**src/rtl/ring_stop.sv**
```systemverilog
// Ring stop: classifies upstream packets (sink / broadcast / retire / orphan /
// forward), drives the downstream output register, and injects packets from
// the node's outbound FIFO with bounded-starvation arbitration.

package ring_stop_pkg;
  typedef struct packed {
    logic        valid;
    logic        broadcast;
    logic [3:0]  src;
    logic [3:0]  dest;
    logic [15:0] payload;
  } ring_packet_t;
endpackage

module ring_stop
  import ring_stop_pkg::*;
#(
  parameter logic [3:0]  NODE_ID      = 4'd0,
  parameter int unsigned STARVE_LIMIT = 8
) (
  input  logic         clock,
  input  logic         reset_n,
  input  ring_packet_t ring_in,
  output logic         ring_in_ready,
  output ring_packet_t ring_out,
  input  logic         ring_out_ready,
  output ring_packet_t inbound_fifo_data,
  output logic         inbound_fifo_wrreq,
  input  logic         inbound_fifo_full,
  input  ring_packet_t outbound_fifo_q,
  output logic         outbound_fifo_rdreq,
  input  logic         outbound_fifo_empty,
  output logic         orphan_drop
);

  localparam int unsigned CW = $clog2(STARVE_LIMIT + 1);
  localparam logic [CW-1:0] LIMIT = CW'(STARVE_LIMIT);

  typedef enum logic [1:0] {INJ_IDLE, INJ_READ, INJ_PEND} inj_state_t;

  inj_state_t   inj_state;
  ring_packet_t inj_reg;
  ring_packet_t inj_pkt;
  logic [CW-1:0] starve_cnt;

  logic is_sink, is_bcast, is_orphan, is_fwd;
  logic slot_free, hold, inj_prio, inj_ready;
  logic sink_ok, fwd_ok, accept, transit, inj_load;

  // Packet classification and ring_in handshake
  always_comb begin
    is_sink   = !ring_in.broadcast && (ring_in.dest == NODE_ID);
    is_bcast  = ring_in.broadcast && (ring_in.src != NODE_ID);
    is_orphan = !ring_in.broadcast && (ring_in.src == NODE_ID) && (ring_in.dest != NODE_ID);
    // Retire (broadcast from this node) is the remaining broadcast case.
    is_fwd    = !ring_in.broadcast && !is_sink && !is_orphan;

    slot_free = !ring_out.valid || ring_out_ready;
    hold      = ring_out.valid && !ring_out_ready;
    inj_prio  = (starve_cnt == LIMIT);
    sink_ok   = !inbound_fifo_full;
    fwd_ok    = slot_free && !inj_prio;

    if (is_sink)       ring_in_ready = sink_ok;
    else if (is_bcast) ring_in_ready = sink_ok && fwd_ok;
    else if (is_fwd)   ring_in_ready = fwd_ok;
    else               ring_in_ready = 1'b1;

    accept  = ring_in.valid && ring_in_ready;
    transit = accept && (is_fwd || is_bcast);

    inbound_fifo_data  = ring_in;
    inbound_fifo_wrreq = accept && (is_sink || is_bcast);
    orphan_drop        = accept && is_orphan;
  end

  // Injection source select and output-slot arbitration
  always_comb begin
    inj_ready = (inj_state == INJ_READ) || (inj_state == INJ_PEND);
    inj_pkt   = (inj_state == INJ_READ) ? outbound_fifo_q : inj_reg;
    // Anything drained from the outbound FIFO is a real packet on the ring.
    inj_pkt.valid = 1'b1;
    inj_load  = !hold && inj_ready && (inj_prio || !transit);
    outbound_fifo_rdreq = (inj_state == INJ_IDLE) && !outbound_fifo_empty;
  end

  // Downstream output register
  always_ff @(posedge clock or negedge reset_n) begin
    if (!reset_n)      ring_out <= '0;
    else if (hold)     ring_out <= ring_out;
    else if (inj_load) ring_out <= inj_pkt;
    else if (transit)  ring_out <= ring_in;
    else               ring_out <= '0;
  end

  // Injection FSM: one outstanding read, parks data in inj_reg if it cannot load
  always_ff @(posedge clock or negedge reset_n) begin
    if (!reset_n) begin
      inj_state <= INJ_IDLE;
      inj_reg   <= '0;
    end else begin
      unique case (inj_state)
        INJ_IDLE: if (outbound_fifo_rdreq) inj_state <= INJ_READ;
        INJ_READ: begin
          if (inj_load) begin
            inj_state <= INJ_IDLE;
          end else begin
            inj_reg   <= outbound_fifo_q;
            inj_state <= INJ_PEND;
          end
        end
        INJ_PEND: if (inj_load) inj_state <= INJ_IDLE;
        default:  inj_state <= INJ_IDLE;
      endcase
    end
  end

  // Starvation counter: counts cycles where a free slot went to transit
  always_ff @(posedge clock or negedge reset_n) begin
    if (!reset_n)                                    starve_cnt <= '0;
    else if (inj_load)                               starve_cnt <= '0;
    else if (inj_ready && slot_free && transit && starve_cnt != LIMIT)
                                                     starve_cnt <= starve_cnt + 1'b1;
  end

endmodule
```
**config.mk**
```make
export PLATFORM = sky130hd
export DESIGN_NAME = ring_stop
export DESIGN_NICKNAME = d
export VERILOG_FILES = /design/src/rtl/ring_stop.sv
export SDC_FILE = /design/constraint.sdc
export NUM_CORES = 1
export LEC_CHECK = 0
export CAP_MARGIN = 20
export CORE_MARGIN = 4
export CORE_UTILIZATION = 46
export DETAILED_ROUTE_END_ITERATION = 8
export GPL_ROUTABILITY_DRIVEN = 0
export PLACE_DENSITY = 0.81
export SYNTH_ARGS = -nofsm -noshare
export SYNTH_HDL_FRONTEND = slang
export SYNTH_SLANG_ARGS = --single-unit
```
**constraint.sdc**
```tcl
create_clock -name clock -period 2.4 [get_ports clock]
set_clock_uncertainty 0.15 [all_clocks]
set_input_delay 0.48 -clock clock [delete_from_list [all_inputs] [get_ports clock]]
set_output_delay 0.48 -clock clock [all_outputs]
set_load 0.005 [all_outputs]
```
==> reports/results.tsv <==
stage	metric	value	unit
final_layout	seqCellArea	0.00143	sq mm
floorplan	start_util	47.6	%
clock_tree	cts_tree	done	
detailed_routing	viasPerCell	5.34	
timing	fin_ws	-46.0	ps
clock_tree	cts.clk_slew.worst_paths	70	ps
global_routing	gr-total-overflow	0	
synth	yosys_warnings	0	
setup_path	critPathKind	in -> out	
floorplan	num_rows	30	
synth	synth_largest_area_cell	dfrtp_1	
timing	finalHoldViolations	0	
detailed_routing	wl	8430	um
place	dpl.hpwl	6190	um
detailed_routing	antenna_left	0	
global_routing	grt_pass1_wl	13800	um
synth	async_reset_ff_share	100	%
final_layout	nets	450	
floorplan	die_w	91.8	um
worst_hold_path	min_to	ring_out[22]	
final_layout	diodes	0	
final_layout	drive_above_1_share	27.0	%
clock_tree	cts_made_buffers	9	
timing	period_needed	2450	ps
floorplan	die_y	91.8	um
final_layout	multiInputGateArea	0.00150	sq mm
clock_tree	htree_levels	3	
synth	netlist_area	0.00323	sq mm
synth	yosys.area.top_type_share	44.1	%
detailed_routing	dr.first_iter.drc_count	78	
setup_path	ff2ff_path_depth	8	
detailed_routing	detailroute.via_count	2609	
pwr	p_leak	1.92	nW
timing	slew_violations	0	
detailed_routing	wl_per_cell	17.2	um
status	violations	setup timing	
worst_hold_path	hold_depth	2	
detailed_routing	first_pass_iters	4	
timing	rsz0062_at_grt	true	
final_layout	stdcell_area	0.00467	sq mm
timing	worstMarginPinSlew	427	ps
synth	avgSynthCellArea	11.4	sq um
synth	synth_commonest_cells	dfrtp_1 (57), nand2_1 (27), buf_4 (26), mux2i_1 (26)	
synth	synth_edf_count	0	
global_routing	antenna_found_initial	0	
final_layout	fill_cells	529	
setup_path	rr_startpoint	starve_cnt[0]	
timing	timing.final.crit_share	102	%
setup_path	crit_required	1770	ps
clock_tree	cts.sinks	57	
timing	hold_ws	347	ps
synth	syn_inst	283	
synth	synth_flop_cell	dfrtp_1	
floorplan	io-pin-count	113	
setup_path	worstPathCellList	buf_6 > or4_4 > or2_4 > a32oi_2 > and3_1 > buf_2	
synth	synth_most_common_cell	dfrtp_1	
worst_hold_path	hold_path.startpoint	ring_out[22]	
place	placed_area	0.00441	sq mm
setup_path	cp-end-kind	output port	
setup_path	cp_max_fo	2	
timing	timing.fmax	409	MHz
synth	yosys_register_bits	57	
status	status	finished, violations left	
pwr	ir_worst_vdd	0.672	mV
global_routing	grt_max_degree	58	
setup_path	crit_slowest_cell	or4_4	
setup_path	start_kind	primary input	
place	io_buffers	111	
detailed_routing	drc_errors	0	
clock_tree	cts-root-buf	clkbuf_8	
final_layout	area_growth	44.6	%
floorplan	die-area	0.00843	sq mm
timing	setup_viol	3	
synth	ys_top_cells_by_area	dfrtp_1 (44%), mux2_2 (8.7%), o311ai_2 (8.6%), mux2i_1 (8.1%), buf_4 (6.0%)	
synth	yosysUniqueCellTypes	44	
synth	synth_seq_area_share	44.1	%
clock_tree	clk_latency	330	ps
final_layout	fin_util	68.8	%
setup_path	reg2reg_slack	290	ps
floorplan	core_area	0.00679	sq mm
clock_tree	clockBufferDepth	2	
global_routing	grt_pass1_vias	2752	
global_routing	gr-usage-all-layers	20.6	%
setup_path	rr_endpoint	inj_reg[6]	
setup_path	cpPeakStageDelay	540	ps
worst_hold_path	hold_class	reg -> reg	
timing	relSlewSlack	71.5	%
synth	syn_nets	345	
final_layout	largest_reg_flops	26	
flow_run	drv_cap	0	
pwr	powerDensity	1100	mW/mm^2
setup_path	arrival	1820	ps
==> kinds of logic (layout without fill, tap and decap cells) <==
kind of cell,after synthesis,after routing,share of synthesized area [%]
simple gates,68,68,10.5
flops,57,57,44.1
buf+inv,54,164,10.3
mux,51,51,16.8
compound gates,48,48,16.4
fa+ha+maj,5,5,1.94
==> report_power, final <==
group          leakage [nW]  total [mW]  switching, mW  internal (mW)
Combinational          1.10        2.45           1.08           1.37
Sequential            0.703        1.62          0.220           1.40
Clock                 0.123        1.06          0.388          0.670
==> what timing repair did <==
action | in CTS | in global routing
endpoints found under the setup margin | 6 | 5
setup buffers | 0 | 0
pin swaps | 6 | 6
hold buffers | 1 | 0
hold endpoints to repair | 6 | 0
gates resized for setup | 33 | 5
==> worst max path at each step <==
stage                     depth (start not counted)            endpoint        start
after floorplan                                   4  inbound_fifo_wrreq  ring_in[18]
after global placement                            6  inbound_fifo_wrreq  ring_in[18]
after detailed placement                          6  inbound_fifo_wrreq  ring_in[18]
after CTS                                         6  inbound_fifo_wrreq  ring_in[16]
after global routing                              6  inbound_fifo_wrreq  ring_in[19]
final                                             6  inbound_fifo_wrreq  ring_in[19]
==> layout make-up <==
cell class	instances	area share, %
clock buffer	12	3.54
inverter	6	0.482
clock inverter	4	1.58
multi-input combinational	172	32.1
sequential	57	30.5
tap	96	2.57
timing repair buffer	142	29.2
==> routing by layer <==
| layer | global-route usage (%) | share of wire, % | wire length, um |
|---|---|---|---|
| met1 | 24.5 | 41 | 3470 |
| met2 | 36.4 | 53 | 4440 |
| met3 | 3.20 | 4.1 | 349 |
| met4 | 9.28 | 2.1 | 176 |
| met5 | 0 | 0 | 0 |
==> layout by cell type (no fill, tap or decap), types with 2 or more instances in the layout <==
| cell type | n |
|---|---|
| mux2i_1 | 26 |
| buf_2 | 4 |
| a21oi_1 | 2 |
| nand3_1 | 25 |
| bufinv_16 | 2 |
| dlygate4sd2_1 | 4 |
| o21ai_0 | 3 |
| clkbuf_8 | 12 |
| clkdlybuf4s15_1 | 2 |
| buf_4 | 27 |
| ha_2 | 2 |
| o311ai_2 | 17 |
| o311ai_0 | 6 |
| nand4_1 | 3 |
| inv_1 | 6 |
| nor2_1 | 2 |
| nand2b_1 | 2 |
| clkdlybuf4s50_1 | 98 |
| dfrtp_1 | 57 |
| buf_6 | 2 |
| mux2_2 | 25 |
| ha_1 | 3 |
| nand2_1 | 27 |
| or4_4 | 2 |
| buf_12 | 3 |
==> through the flow <==
stage,setup WS (ps),instances,setup TNS [ps],power [mW]
3_5_place_dp,-854,472,-17910,4.11
3_3_place_gp,-817,472,-16100,4.01
4_1_cts,-80.3,489,-137,5.17
6_report,-46.0,489,-92.3,5.12
5_1_grt,-76.8,489,-220,5.44
2_1_floorplan,46.4,283,0,3.11
==> worst max-delay path, delay by kind of cell <==
family                 cells  cell delay (ps)
AND/OR/NAND/NOR            3              970
buffers and inverters      2              200
AO/OA/AOI/OAI              1              170
Note: power is estimated with default switching activity, not from simulation.
